--- config.mk ---
export PLATFORM = sky130hd
export DESIGN_NAME = mat_rd_seq
export DESIGN_NICKNAME = d
export VERILOG_FILES = /design/src/rtl/mat_rd_seq.sv
export SDC_FILE = /design/constraint.sdc
export NUM_CORES = 1
export LEC_CHECK = 0
export CORE_ASPECT_RATIO = 0.7
export CORE_MARGIN = 5
export CORE_UTILIZATION = 56
export CTS_CLUSTER_DIAMETER = 120
export DETAILED_ROUTE_END_ITERATION = 10
export PLACE_DENSITY = 0.89
export SYNTH_ARGS = -nofsm -noshare
export SYNTH_HDL_FRONTEND = slang
export SYNTH_SLANG_ARGS = --single-unit
--- constraint.sdc ---
create_clock -name CLK -period 4.2 [get_ports CLK]
set_input_delay 0.63 -clock CLK [delete_from_list [all_inputs] [get_ports CLK]]
set_output_delay 0.63 -clock CLK [all_outputs]
set_load 0.05 [all_outputs]
--- src/rtl/mat_rd_seq.sv ---
// Streams one DIM x DIM matrix out of a registered-read RAM, row- or column-major,
// through a 2-entry skid FIFO with valid/ready handshake on the output side.
module mat_rd_seq #(
    parameter int ADDR_LEN = 16,
    parameter int DATA_LEN = 8,
    parameter int DIM      = 8
) (
    input  logic                CLK,
    input  logic                RST_N,
    input  logic                start,
    input  logic [ADDR_LEN-1:0] base_addr,
    input  logic                transpose,
    input  logic                abort,
    output logic [ADDR_LEN-1:0] rd_addr,
    input  logic [DATA_LEN-1:0] ram_q,
    output logic [DATA_LEN-1:0] out_data,
    output logic [7:0]          out_row,
    output logic [7:0]          out_col,
    output logic                out_last,
    output logic                out_valid,
    input  logic                out_ready,
    output logic                busy,
    output logic                done
);

    localparam logic [1:0] S_IDLE  = 2'd0;
    localparam logic [1:0] S_RUN   = 2'd1;
    localparam logic [1:0] S_DRAIN = 2'd2;
    localparam logic [1:0] S_DONE  = 2'd3;

    localparam logic [7:0] LAST_IDX = 8'(DIM - 1);

    logic [1:0]          r_state;
    logic [ADDR_LEN-1:0] r_base;
    logic                r_tr;
    logic [7:0]          r_row;
    logic [7:0]          r_col;
    logic [ADDR_LEN-1:0] r_rd_addr;

    logic                r_inflight;
    logic [7:0]          r_inf_row;
    logic [7:0]          r_inf_col;
    logic                r_inf_last;

    logic [DATA_LEN-1:0] r_fifo_data [2];
    logic [7:0]          r_fifo_row  [2];
    logic [7:0]          r_fifo_col  [2];
    logic                r_fifo_last [2];
    logic                r_wptr;
    logic                r_rptr;
    logic [1:0]          r_count;

    logic                w_pop;
    logic                w_issue;
    logic                w_last_elem;
    logic                w_abort;
    logic [2:0]          w_occ_next;
    logic [ADDR_LEN-1:0] w_elem_addr;

    assign w_pop       = (r_count != 2'd0) && out_ready;
    assign w_last_elem = (r_row == LAST_IDX) && (r_col == LAST_IDX);
    assign w_abort     = abort && ((r_state == S_RUN) || (r_state == S_DRAIN));
    // Occupancy after this cycle's push/pop; one slot must stay free for the read being issued.
    assign w_occ_next  = {1'b0, r_count} + {2'b00, r_inflight} - {2'b00, w_pop};
    assign w_issue     = (r_state == S_RUN) && (w_occ_next <= 3'd1);
    assign w_elem_addr = r_base + ADDR_LEN'(r_row) * ADDR_LEN'(DIM) + ADDR_LEN'(r_col);

    assign rd_addr   = w_issue ? w_elem_addr : r_rd_addr;
    assign out_valid = (r_count != 2'd0);
    assign out_data  = r_fifo_data[r_rptr];
    assign out_row   = r_fifo_row[r_rptr];
    assign out_col   = r_fifo_col[r_rptr];
    assign out_last  = r_fifo_last[r_rptr];
    assign busy      = (r_state != S_IDLE);
    assign done      = (r_state == S_DONE);

    always_ff @(posedge CLK or negedge RST_N) begin
        if (!RST_N) begin
            r_state    <= S_IDLE;
            r_base     <= '0;
            r_tr       <= 1'b0;
            r_row      <= '0;
            r_col      <= '0;
            r_rd_addr  <= '0;
            r_inflight <= 1'b0;
            r_inf_row  <= '0;
            r_inf_col  <= '0;
            r_inf_last <= 1'b0;
            r_wptr     <= 1'b0;
            r_rptr     <= 1'b0;
            r_count    <= 2'd0;
            for (int i = 0; i < 2; i++) begin
                r_fifo_data[i] <= '0;
                r_fifo_row[i]  <= '0;
                r_fifo_col[i]  <= '0;
                r_fifo_last[i] <= 1'b0;
            end
        end else begin
            if (w_issue) begin
                r_rd_addr <= w_elem_addr;
            end
            if (w_abort) begin
                r_state    <= S_IDLE;
                r_inflight <= 1'b0;
                r_wptr     <= 1'b0;
                r_rptr     <= 1'b0;
                r_count    <= 2'd0;
            end else begin
                // ram_q is only meaningful in the cycle right after an issue.
                r_inflight <= w_issue;
                if (w_issue) begin
                    r_inf_row  <= r_row;
                    r_inf_col  <= r_col;
                    r_inf_last <= w_last_elem;
                end
                if (r_inflight) begin
                    r_fifo_data[r_wptr] <= ram_q;
                    r_fifo_row[r_wptr]  <= r_inf_row;
                    r_fifo_col[r_wptr]  <= r_inf_col;
                    r_fifo_last[r_wptr] <= r_inf_last;
                    r_wptr              <= ~r_wptr;
                end
                if (w_pop) begin
                    r_rptr <= ~r_rptr;
                end
                r_count <= r_count + {1'b0, r_inflight} - {1'b0, w_pop};

                case (r_state)
                    S_IDLE: begin
                        if (start) begin
                            r_base  <= base_addr;
                            r_tr    <= transpose;
                            r_row   <= '0;
                            r_col   <= '0;
                            r_state <= S_RUN;
                        end
                    end
                    S_RUN: begin
                        if (w_issue) begin
                            if (w_last_elem) begin
                                r_state <= S_DRAIN;
                            end else if (r_tr) begin
                                if (r_row == LAST_IDX) begin
                                    r_row <= '0;
                                    r_col <= r_col + 8'd1;
                                end else begin
                                    r_row <= r_row + 8'd1;
                                end
                            end else begin
                                if (r_col == LAST_IDX) begin
                                    r_col <= '0;
                                    r_row <= r_row + 8'd1;
                                end else begin
                                    r_col <= r_col + 8'd1;
                                end
                            end
                        end
                    end
                    S_DRAIN: begin
                        if (w_pop && r_fifo_last[r_rptr]) begin
                            r_state <= S_DONE;
                        end
                    end
                    default: begin
                        r_state <= S_IDLE;
                    end
                endcase
            end
        end
    end

endmodule

==> results.py <==
metrics = {
    "synthesis": {
        "avgSynthCellArea_um2": 11.2,
        "synth_top_flop_cell": "dfrtp_1",
        "synth_edf_count": 0,
        "netlist_instances": 546,
        "synth_xor_area_share_pct": 1.87,
        "synth_top_family_by_area": "multiplexers",
        "synthDistinctLibCells": 48,
        "async_flop_share_pct": 100,
        "ys_seq_elements": 123,
        "synth-compound-area-share_pct": 9.11,
        "synth_nets": 608,
        "synth_seq_area_share_pct": 50.5,
        "synthSimpleGateAreaFrac_pct": 10.8,
        "synthMuxAreaShare_pct": 17.4,
        "syn_area_um2": 6100,
        "ys_warn_count": 0,
        "synthAdderAreaFrac_pct": 7.43,
    },
    "setup_path": {
        "path_cells": "clkdlybuf4s50_1, o21ai_1, inv_1, ha_1, inv_1, ha_1, inv_1, fa_1, xnor2_1, nand3_1, buf_4, o31ai_1, buf_4, buf_12",
        "cp-end-kind": "output port",
        "cp_num_buf_inv": 7,
        "critPathArrivalTime_ns": 3.48,
        "slowest_delay_ns": 0.41,
        "path_common_cell": "inv_1",
        "critPathLaunchType": "primary input",
        "critPathMaxFanout": 28,
        "crit_slowest_cell": "clkdlybuf4s50_1",
        "required_ns": 3.57,
        "path_class": "in -> out",
        "crit_family": "buffers and inverters",
    },
    "cells_and_area": {
        "final_common_cell": "dfrtp_1",
        "syn2layout_area_growth_pct": 26.1,
        "antenna_cells": 0,
        "nNetsFinal": 690,
        "final_cell_mix": "dfrtp_1 (123), nand2_1 (92), mux2_2 (90)",
        "drive_gt1_share_pct": 24.8,
        "fin_cells": 773,
        "fin_area_um2": 7690,
        "final_util_pct": 73.4,
        "num-fill-cells": 650,
    },
    "placed_design": {
        "io_buffers": 73,
        "postPlaceCellArea_um2": 7100,
        "post-place-ws_ns": 0.0535,
        "routabilityCongestion": 0.916,
        "dp.cells": 741,
        "dp_hpwl_um": 9850,
    },
    "floorplanning": {
        "io_pins": 74,
        "rows": 31,
        "die_area_um2": 13100,
        "die_x_um": 135,
        "start_util_pct": 58.2,
        "fp.coreArea_um2": 10500,
        "die_h_um": 97.3,
    },
    "routing": {
        "postRouteAntennaNets": 0,
        "vias_per_cell": 6.06,
        "vias": 4688,
        "drcViolationCount": 0,
        "wirelength_um": 15000,
        "first_iter_violations": 514,
        "firstDrtPassIters": 6,
        "avgRoutedWirePerCell_um": 19.4,
    },
    "clock_network": {
        "cts.clk_slew.worst_paths_ns": 0.05,
        "clock-sinks": 123,
        "cts.path.max_buffers": 2,
        "numCtsBuffers": 17,
        "cts-root-buf": "clkbuf_16",
        "clkLatencyLatePin_ns": 0.42,
        "cts_tree": "yes",
        "h-tree-depth": 4,
    },
    "hold_path": {
        "hp-class": "in -> async",
    },
    "power_and_ir_drop": {
        "p_leak_nw": 3.68,
        "power.density_nw_per_um2": 773,
        "vdd_drop_max_mv": 0.438,
    },
    "grt": {
        "grt_pass1_vias": 5110,
        "track_usage_pct": 24.1,
        "antenna_found_initial": 0,
        "grt_max_degree": 65,
        "grt_first_pass_wirelength_um": 25100,
        "gr-total-overflow": 0,
    },
    "sta": {
        "worst_pin_slew_ns": 1.18,
        "finalHoldViolations": 0,
        "relSlewSlack_pct": 21.4,
        "clock_skew_ns": 0.00841,
        "setup_viol": 0,
        "finalCritPeriodShare_pct": 97.8,
        "max_freq_mhz": 243,
        "fin_ws_ns": 0.0928,
        "slew_violations": 0,
        "fin_crit_ns": 4.11,
        "rsz0062_at_grt": "true",
    },
    "run": {
        "cap_violations": 0,
    },
    "status": {
        "status": "finished clean",
    },
}
==> report_power, final <==
group	switching (mW)	internal [mW]	total, mW
Sequential	0.260	1.51	1.77
Combinational	1.63	1.12	2.76
Clock	0.542	0.874	1.42
==> per-stage QoR <==
| stage | hold WS [ns] | power [mW] | setup TNS [ns] |
|---|---|---|---|
| after floorplan | 0.334 | 3.48 | 0 |
| after global placement | 0.463 | 4.33 | 0 |
| after detailed placement | 0.461 | 4.46 | 0 |
| after CTS | 0.341 | 5.92 | 0 |
| after global routing | 0.381 | 6.23 | -0.00600 |
| final | 0.304 | 5.94 | 0 |
==> registers in the layout, indices dropped and copies added, names as in the netlist, 2 cells and up <==
signal / flops
r_fifo_row: 16
r_fifo_col: 16
r_state: 2
r_inf_row: 8
r_fifo_last: 2
r_rd_addr: 16
r_col: 8
r_row: 8
r_base: 16
r_count: 2
r_inf_col: 8
r_fifo_data: 16
==> layer usage <==
metal  GRT usage, %  vias to the layer above  share of wire (%)
li1               -                     2063                  -
met1           28.9                     2300                 40
met2           39.1                      255                 48
met3           7.61                       70                8.4
met4           11.5                        0                3.4
met5           1.59                        -                  0
==> cells in the mapped netlist (4+ instances only) <==
| master | instances | area, um^2 |
|---|---|---|
| a211o_1 | 5 | 43.8 |
| a21o_1 | 4 | 30.0 |
| a21oi_1 | 15 | 75.1 |
| a31oi_1 | 9 | 56.3 |
| and2_1 | 6 | 37.5 |
| clkbuf_1 | 16 | 60.1 |
| dfrtp_1 | 123 | 3080 |
| fa_1 | 7 | 140 |
| ha_1 | 25 | 313 |
| inv_1 | 25 | 93.8 |
| mux2_2 | 90 | 1010 |
| mux2i_1 | 5 | 50.1 |
| nand2_1 | 92 | 345 |
| nand3_1 | 14 | 70.1 |
| nor2_1 | 20 | 75.1 |
| nor3_1 | 4 | 20.0 |
| o21ai_0 | 31 | 155 |
| o31ai_1 | 4 | 30.0 |
| xnor2_1 | 7 | 61.3 |
| xor2_1 | 6 | 52.6 |
==> layout make-up <==
| type | count | area, um^2 | area share [%] |
|---|---|---|---|
| clock buffer | 18 | 429 | 5.58 |
| tap | 132 | 165 | 2.15 |
| inverter | 25 | 93.8 | 1.22 |
| clock inverter | 14 | 146 | 1.90 |
| multi-input combinational | 379 | 2860 | 37.2 |
| timing repair buffer | 82 | 918 | 11.9 |
| sequential | 123 | 3080 | 40.0 |
==> worst paths after layout <==
path,depth (start not counted),slack [ns],endpoint,startpoint
hold reg to reg,2,0.49,r_rd_addr[2]$_DFF_PN0_,r_rd_addr[2]$_DFF_PN0_
setup / recovery,14,0.09,rd_addr[5],out_ready
setup reg to reg,13,0.87,r_col[4]$_DFFE_PN0P_,r_count[1]$_DFF_PN0_
max in group asynchronous,2,3.05,r_fifo_row[11]$_DFFE_PN0P_,RST_N
hold / removal,1,0.30,r_state[0]$_DFFE_PN0P_,RST_N
min in group CLK,2,0.49,r_rd_addr[2]$_DFF_PN0_,r_rd_addr[2]$_DFF_PN0_
==> kinds of logic after synthesis <==
kind of cell,after synthesis
compound gates,88
xor+xnor,13
fa+ha+maj,32
buf+inv,44
flops,123
mux,95
simple gates,151
==> timing repair <==
| action | CTS | global route |
|---|---|---|
| hold buffers | 0 | 0 |
| setup endpoints to repair | 0 | 13 |
| resized for setup | 0 | 14 |
| endpoints found under the hold margin | 0 | 0 |
| buffers inserted | 0 | 0 |
Note: power is estimated with default switching activity, not from simulation.
